<file path="src/rtl/core_tlb_search_arb.sv">
// core_tlb_search_arb
// Shares the single TLB search port between the instruction-side and
// data-side translation stages. One search is in flight at a time. The TLB
// array answers exactly one cycle after the search strobe. The result is
// handed back to the granted side together with a one-cycle ready pulse.
// Ties between the two sides alternate, starting from DATA_FIRST.
// Optional build macro CORE_TLB_SEARCH_RESP_REG_EN registers the TLB result
// for one extra cycle (RESP_Q state) before it is returned.

package core_tlb_search_arb_pkg;

   typedef struct packed {
      logic        found;
      logic [19:0] ppn;
      logic [5:0]  ps;
      logic [1:0]  plv;
      logic [1:0]  mat;
      logic        d;
      logic        v;
   } tlb_s_resp_t;

endpackage

module core_tlb_search_arb
   import core_tlb_search_arb_pkg::*;
#(
   parameter int ASID_W     = 10,
   parameter bit DATA_FIRST = 1'b1
) (
   input  logic              clk,
   input  logic              rst_n,
   input  logic              flush_i,
   input  logic [ASID_W-1:0] asid_i,
   input  logic              i_req_valid_i,
   input  logic [31:0]       i_vaddr_i,
   output logic              i_req_ready_o,
   output tlb_s_resp_t       i_resp_o,
   input  logic              d_req_valid_i,
   input  logic [31:0]       d_vaddr_i,
   output logic              d_req_ready_o,
   output tlb_s_resp_t       d_resp_o,
   input  logic              tlb_busy_i,
   output logic              tlb_search_valid_o,
   output logic [18:0]       tlb_search_vppn_o,
   output logic              tlb_search_odd_o,
   output logic [ASID_W-1:0] tlb_search_asid_o,
   input  tlb_s_resp_t       tlb_search_resp_i
);

   localparam logic [1:0] ST_IDLE   = 2'd0;
   localparam logic [1:0] ST_RESP   = 2'd1;
`ifdef CORE_TLB_SEARCH_RESP_REG_EN
   localparam logic [1:0] ST_RESP_Q = 2'd2;
`endif

   localparam logic SIDE_I = 1'b0;
   localparam logic SIDE_D = 1'b1;

   logic [1:0]        state_q;
   logic              phase_q;
   logic              grant_q;
   logic              last_grant_q;
   logic              search_valid_q;
   logic [18:0]       vppn_q;
   logic              odd_q;
   logic [ASID_W-1:0] asid_q;
   tlb_s_resp_t       i_resp_q;
   tlb_s_resp_t       d_resp_q;
`ifdef CORE_TLB_SEARCH_RESP_REG_EN
   tlb_s_resp_t       resp_hold_q;
`endif

   logic        issue;
   logic        winner;
   logic        pulse_phase;
   logic        pulse;
   tlb_s_resp_t pulse_resp;

   assign issue = (state_q == ST_IDLE) && (i_req_valid_i || d_req_valid_i)
                  && !tlb_busy_i && !flush_i;

   // Pick the winner: a lone requester wins, a tie goes to the side not served last
   always_comb begin
      winner = SIDE_I;
      if (i_req_valid_i && d_req_valid_i) begin
         winner = ~last_grant_q;
      end else if (d_req_valid_i) begin
         winner = SIDE_D;
      end
   end

`ifdef CORE_TLB_SEARCH_RESP_REG_EN
   assign pulse_phase = (state_q == ST_RESP_Q);
   assign pulse_resp  = resp_hold_q;
`else
   assign pulse_phase = (state_q == ST_RESP) && phase_q;
   assign pulse_resp  = tlb_search_resp_i;
`endif

   // A flush or a reset in the delivery cycle kills the pulse outright
   assign pulse = pulse_phase && !flush_i && rst_n;

   assign i_req_ready_o      = pulse && (grant_q == SIDE_I);
   assign d_req_ready_o      = pulse && (grant_q == SIDE_D);
   assign i_resp_o           = i_req_ready_o ? pulse_resp : i_resp_q;
   assign d_resp_o           = d_req_ready_o ? pulse_resp : d_resp_q;
   assign tlb_search_valid_o = search_valid_q;
   assign tlb_search_vppn_o  = vppn_q;
   assign tlb_search_odd_o   = odd_q;
   assign tlb_search_asid_o  = asid_q;

   // Sequence one search: issue from IDLE, strobe, collect the answer, return
   always_ff @(posedge clk) begin
      if (!rst_n) begin
         state_q        <= ST_IDLE;
         phase_q        <= 1'b0;
         grant_q        <= SIDE_I;
         last_grant_q   <= DATA_FIRST ? SIDE_I : SIDE_D;
         search_valid_q <= 1'b0;
         vppn_q         <= '0;
         odd_q          <= 1'b0;
         asid_q         <= '0;
         i_resp_q       <= '0;
         d_resp_q       <= '0;
`ifdef CORE_TLB_SEARCH_RESP_REG_EN
         resp_hold_q    <= '0;
`endif
      end else begin
         search_valid_q <= issue;
         if (pulse) begin
            if (grant_q == SIDE_D) begin
               d_resp_q <= pulse_resp;
            end else begin
               i_resp_q <= pulse_resp;
            end
         end
         case (state_q)
            ST_IDLE: begin
               if (issue) begin
                  grant_q      <= winner;
                  last_grant_q <= winner;
                  vppn_q       <= winner ? d_vaddr_i[31:13] : i_vaddr_i[31:13];
                  odd_q        <= winner ? d_vaddr_i[12] : i_vaddr_i[12];
                  asid_q       <= asid_i;
                  phase_q      <= 1'b0;
                  state_q      <= ST_RESP;
               end
            end
            ST_RESP: begin
               if (flush_i) begin
                  phase_q <= 1'b0;
                  state_q <= ST_IDLE;
               end else if (!phase_q) begin
                  phase_q <= 1'b1;
               end else begin
                  phase_q <= 1'b0;
`ifdef CORE_TLB_SEARCH_RESP_REG_EN
                  resp_hold_q <= tlb_search_resp_i;
                  state_q     <= ST_RESP_Q;
`else
                  state_q     <= ST_IDLE;
`endif
               end
            end
`ifdef CORE_TLB_SEARCH_RESP_REG_EN
            ST_RESP_Q: begin
               state_q <= ST_IDLE;
            end
`endif
            default: begin
               state_q <= ST_IDLE;
            end
         endcase
      end
   end

   // Only one side may ever see a ready pulse at a time
   assert property (@(posedge clk) disable iff (!rst_n)
      !(i_req_ready_o && d_req_ready_o));

   // Ready pulses occur only in the delivery cycle of a search
   assert property (@(posedge clk) disable iff (!rst_n)
      (i_req_ready_o || d_req_ready_o) |-> pulse_phase);

endmodule

</file>
<file path="config.mk">
export PLATFORM = sky130hd
export DESIGN_NAME = core_tlb_search_arb
export DESIGN_NICKNAME = d
export VERILOG_FILES = /design/src/rtl/core_tlb_search_arb.sv
export SDC_FILE = /design/constraint.sdc
export NUM_CORES = 1
export LEC_CHECK = 0
export ABC_AREA = 1
export CAP_MARGIN = 20
export CORE_MARGIN = 2
export CORE_UTILIZATION = 46
export CTS_CLUSTER_SIZE = 16
export DETAILED_ROUTE_END_ITERATION = 7
export HOLD_SLACK_MARGIN = 0.06
export PLACE_DENSITY = 0.89
export SLEW_MARGIN = 20
export SYNTH_ARGS = -nofsm -noshare
export SYNTH_HDL_FRONTEND = slang
export SYNTH_SLANG_ARGS = --single-unit
</file>
<file path="constraint.sdc">
create_clock -name clk -period 3.4 [get_ports clk]
set_clock_uncertainty 0.15 [all_clocks]
set_input_delay 0.34 -clock clk [delete_from_list [all_inputs] [get_ports clk]]
set_output_delay 0.34 -clock clk [all_outputs]
set_load 0.02 [all_outputs]
</file>
==> summary.md, run 1 <==
| Metric | Value |
|---|---|
| Nets | `1,093` |
| Post-Syn Area | `a little under 5000 sq um` |
| Register area | `about 2000 sq um` |
| First-pass GRT wire length | `21.1 mm` |
| Crit path capture type | `output pin` |
| WL per Instance | `~12 um` |
| CORE AREA | `between 10,000 and 15,000 sq um` |
| Drt initial violations | `between 200 and 250` |
| Syn_nets | `approximately 930` |
| Synth Register Bits | `100` |
| Die width | `107 um` |
| Final core utilization | `68.1%` |
| Fin crit share | `90.1%` |
| Clock Sinks | `100` |
| Placed wire-length estimate | `between 9 and 10 mm` |
| CTS clk-pin slew, worst paths | `approximately 100 ps` |
| RSZ-0062 raised after global routing | `false` |
| Top cells by area, synth | `dfxtp_1 (41%), inv_1 (16%), nand2_1 (14%)` |
| CTS Hold Bufs | `0` |
| Clk root buf | `clkbuf_8` |
| Most common cell after layout, fill and taps aside | `inv_1` |
| Final Hold Vio Count | `0` |
| # DRC | `0` |
| Post-route ant nets | `0` |
| Setup TNS | `0 ps` |
| Max cap viols | `0` |
| Largest net degree at the start of global routing | `between 60 and 70` |
| R2R setup slack | `between 1000 and 1500 ps` |
| Num CTS Buffers | `9` |
| FILL cells | `around 860` |
| Minimum clock period | `between 3000 and 4000 ps` |
| P_leak | `approximately 3.8 nW` |
| Startpoint Class | `flip-flop` |
| Peak Freq | `about 0.33 GHz` |
| Post-CTS setup buffer count | `0` |
| Area grow syn2layout | `43.5%` |
| Cell row count | `37` |
| Pins Over Slew Limit | `0` |
| Slew headroom | `a little over half` |
| Fraction of layout cells with a size suffix above 1 | `approximately 3.2%` |
| Post-synth top area share | `roughly two fifths` |
| Final setup vio count | `0` |
| Worst hold slack | `320 ps` |
| Netlist cell types | `14` |
| Wirelength, routed | `12.9 mm` |
| Slew @ Worst Pin | `698 ps` |
| Clock latency on the worst-skew pair | `approximately 350 ps` |
| Synthesized area per cell | `between 6 and 7 sq um` |
| Worst path required time | `about 2900 ps` |
| Die Y-Extent | `approximately 110 um` |
| Post-route total power | `approximately 2.3 mW` |
| # resized after CTS | `0` |
| Status | `complete, no violations` |
| Hold WC Path Type | `flip-flop to flip-flop` |
| H-tree depth | `3` |
| Ports | `212` |
| Die Footprint | `11,500 sq um` |
| CP max FO | `34` |
| 1st-pass router iterations | `5` |
| Area leader, netlist | `dfxtp_1` |
| DR vias | `about 5,000` |
| Syn Inst Count | `815` |
| Port Buffers | `187` |
| VDD IR max | `0.000206 V` |
| Sequential share of the synthesized area | `around two fifths` |
| Diode count | `0` |
| CTS tree | `done` |
| Initial antenna violation count | `0` |
| Most frequent cells in the layout | `inv_1 (211), nand2_1 (189), clkdlybuf4s50_1 (187)` |
| Total global routing overflow | `0` |
| All-Layer GR Usage | `22.7%` |
| Area of the multi-input gates | `~1900 sq um` |
| Crit path DAT | `2570 ps` |
| Longest Clk Path Bufs | `2` |
| Vias in the first global route | `between 4,000 and 5,000` |
| Via-per-instance ratio | `~4.5` |
| Initial core utilization | `47.5%` |
| Pwr Density | `roughly 320 nW/um^2` |
| Synth warn | `0` |
| Worst setup path category | `flip-flop to output pin` |
| Gpl congestion | `about 0.86` |
power breakdown:
group          internal, mW  switching [mW]
logic                 0.180           0.179
clock network         0.286           0.409
registers              1.20          0.0123
total                  1.66           0.600
cells in the mapped netlist:
master	count
nor2_4	1
dfxtp_1	100
inv_1	211
buf_4	5
buf_1	3
nor2_1	131
o21ai_0	2
nand2_1	189
buf_2	15
nand3_1	118
a21oi_1	13
clkbuf_1	22
nand2_2	2
clkinv_1	3
state kept, by name (all words and copies together), names as in the netlist:
signal / cells
d_resp_q: 33
i_resp_q: 33
last_grant_q: 1
phase_q: 1
state_q: 1
tlb_search_asid_o: 10
tlb_search_odd_o: 1
tlb_search_valid_o: 1
tlb_search_vppn_o: 19
metrics by stage:
stage	instances	instance area (sq um)	setup WS (ps)
floorplan	815	4900	1760
global route	1121	7030	122
CTS	1121	7030	293
detailed placement	1105	6860	400
finish	1121	7030	337
global placement	1105	6860	427
worst paths after layout:
path,from,endpoint,depth (start not counted)
worst min-delay path,tlb_search_asid_o[0],tlb_search_asid_o[0],2
worst max register to register,last_grant_q,tlb_search_vppn_o[14],6
worst min register to register,tlb_search_asid_o[0],tlb_search_asid_o[0],2
worst max-delay path,last_grant_q,i_resp_o[23],7
area by class of cell:
| type | count | share of cell area, % |
|---|---|---|
| sequential | 100 | 28.5 |
| timing repair buffer | 199 | 28.2 |
| multi-input combinational | 456 | 26.9 |
| inverter | 214 | 11.4 |
| tap | 136 | 2.42 |
| clock buffer | 11 | 2.01 |
| clock inverter | 5 | 0.534 |
metal layers:
metal	vias up	GRT usage (%)	wire length [um]
met4	0	9.46	357
met5	-	0	0
met1	2222	29.0	5580
li1	2666	-	-
met2	164	38.1	6250
met3	31	3.47	744
cells by family after synthesis:
group           after synthesis  synth area share (%)
simple gates                441                  37.0
buf+inv                     259                  20.6
compound gates               15                  1.53
flops                       100                  40.8
critical path, stage by stage, from the launching register on:
cell and delay [ps]:
dfxtp_1 320, clkinv_1 40, buf_4 370, nand2_2 520, nand2_1 190, nand2_1 110, inv_1 60, clkdlybuf4s50_1 590
Power figures use the tool's default switching activity.
==> inputs of run 2 (changes only) <==
CORE_UTILIZATION = 33   (was 46)
PLACE_DENSITY = 0.68   (was 0.89)
==> summary.md, run 2 (synthesized netlist as in run 1, its figures left out) <==
| Metric | Value |
|---|---|
| WL per Instance | `roughly 12 um` |
| Nets | `between 1,000 and 1,500` |
| RSZ-0062 raised after global routing | `false` |
| CORE AREA | `14,500 sq um` |
| Pwr Density | `356 nW/um^2` |
| Total global routing overflow | `0` |
| All-Layer GR Usage | `17.1%` |
| Peak Freq | `~0.33 GHz` |
| Area of the multi-input gates | `roughly 1900 sq um` |
| Most common cell after layout, fill and taps aside | `inv_1` |
| Startpoint Class | `flip-flop` |
| H-tree depth | `3` |
| Final Hold Vio Count | `0` |
| Via-per-instance ratio | `around 4.3` |
| Slew @ Worst Pin | `approximately 730 ps` |
| Global Route met3 Usage | `under 10%` |
| P_leak | `between 3 and 4 nW` |
| Max cap viols | `0` |
| Cell row count | `44` |
| Wirelength, routed | `approximately 14 mm` |
| VDD IR max | `about 0.00018 V` |
| Ports | `approximately 210` |
| First-pass GRT wire length | `22.1 mm` |
| Placed cell count | `between 1,000 and 1,500` |
| Largest net degree at the start of global routing | `64` |
| CTS tree | `done` |
| Fraction of layout cells with a size suffix above 1 | `3.55%` |
| Slew headroom | `roughly 51%` |
| DR vias | `approximately 5,000` |
| Most frequent cells in the layout | `inv_1 (211), nand2_1 (189), clkdlybuf4s50_1 (187)` |
| Worst path required time | `about 2900 ps` |
| Area grow syn2layout | `46.9%` |
| GR peak layer | `met2` |
| Critical R2R Launch | `last_grant_q` |
| Setup TNS | `0 ps` |
| Critical Path Source | `last_grant_q` |
| FILL cells | `1,515` |
| Crit path DAT | `between 2000 and 3000 ps` |
| # resized after CTS | `0` |
| Clk root buf | `clkbuf_16` |
| Initial antenna violation count | `0` |
| Placed wire-length estimate | `9.12 mm` |
| Register area | `2000 sq um` |
| Clock latency on the worst-skew pair | `between 300 and 400 ps` |
| Met2 usage | `between 20% and 30%` |
| Placed Area | `between 6000 and 7000 sq um` |
| Grt met1 use | `a little over a fifth` |
| Die width | `about 130 um` |
| Initial core utilization | `33.7%` |
| Worst setup path category | `flip-flop to output pin` |
| Diode count | `0` |
| Pins Over Slew Limit | `0` |
| Num CTS Buffers | `9` |
| Port Buffers | `roughly 190` |
| Die Y-Extent | `between 100 and 150 um` |
| 1st-pass router iterations | `5` |
| Design area | `between 7000 and 8000 sq um` |
| Vias in the first global route | `~4,500` |
| Longest Clk Path Bufs | `2` |
| Clock Sinks | `100` |
| Post-Layout Cell Count | `around 1,200` |
| Hold WC Path Type | `flip-flop to flip-flop` |
| CTS clk-pin slew, worst paths | `roughly 70 ps` |
| Crit path capture type | `output pin` |
| Worst hold slack | `316 ps` |
| Status | `complete, no violations` |
| Final core utilization | `49.5%` |
| Drt initial violations | `243` |
| CTS Hold Bufs | `0` |
| # DRC | `0` |
| Fin crit share | `approximately nine tenths` |
| Worst Hold Launch | `tlb_search_asid_o[2]` |
| Minimum clock period | `3050 ps` |
| Post-route ant nets | `0` |
| Final setup vio count | `0` |
| Post-CTS setup buffer count | `0` |
| Die Footprint | `15,800 sq um` |
| CP max FO | `34` |
| Gpl congestion | `around 0.76` |
-- run 2: cell types whose count changed in the layout (fill, tap and decap cells not counted), sizes merged --
cell      before  now
clkbuf        11    9
clkinvlp       5    1
inv          212  216
buf           12   14
clkinv         2    4
-- run 2: layer usage --
metal / vias up / part of all wire, %
met4: 0 / 2.2
li1: 2675 / -
met3: 18 / 7.8
met1: 2175 / 45
met5: - / 0
met2: 156 / 45
-- run 2: report_power, final --
group | internal, mW | switching [mW]
clock | 0.510 | 0.484
combinational | 0.180 | 0.179
sequential | 1.20 | 0.0122
total | 1.89 | 0.675
-- run 2: area by class of cell --
class                      instances  area share [%]
clock inverter                     7           0.799
timing repair buffer             201            27.6
sequential                       100            27.8
tap                              184            3.20
clock buffer                       9            3.13
multi-input combinational        456            26.3
inverter                         214            11.2
-- run 2: path summary, 6_finish.rpt --
kind | to | slack, ps | cells after the start
hold / removal | tlb_search_asid_o[2] | 320 | 2
setup reg to reg | tlb_search_vppn_o[5] | 1360 | 6
setup / recovery | i_resp_o[2] | 350 | 7
hold reg to reg | tlb_search_asid_o[2] | 320 | 2
-- run 2: critical path, cell delays in order (launching register included) --
cell and delay (ps):
dfxtp_1 310, clkinv_1 40, buf_4 370, nand2_2 540, nand2_1 190, nand2_1 90, inv_1 60, clkdlybuf4s50_1 620
-- run 2: per-stage QoR --
stage               setup slack, ps  power (mW)
global placement                393        1.59
CTS                             269        2.60
floorplan                      1760        1.40
finish                          347        2.56
global route                   97.2        2.68
detailed placement              364        1.60
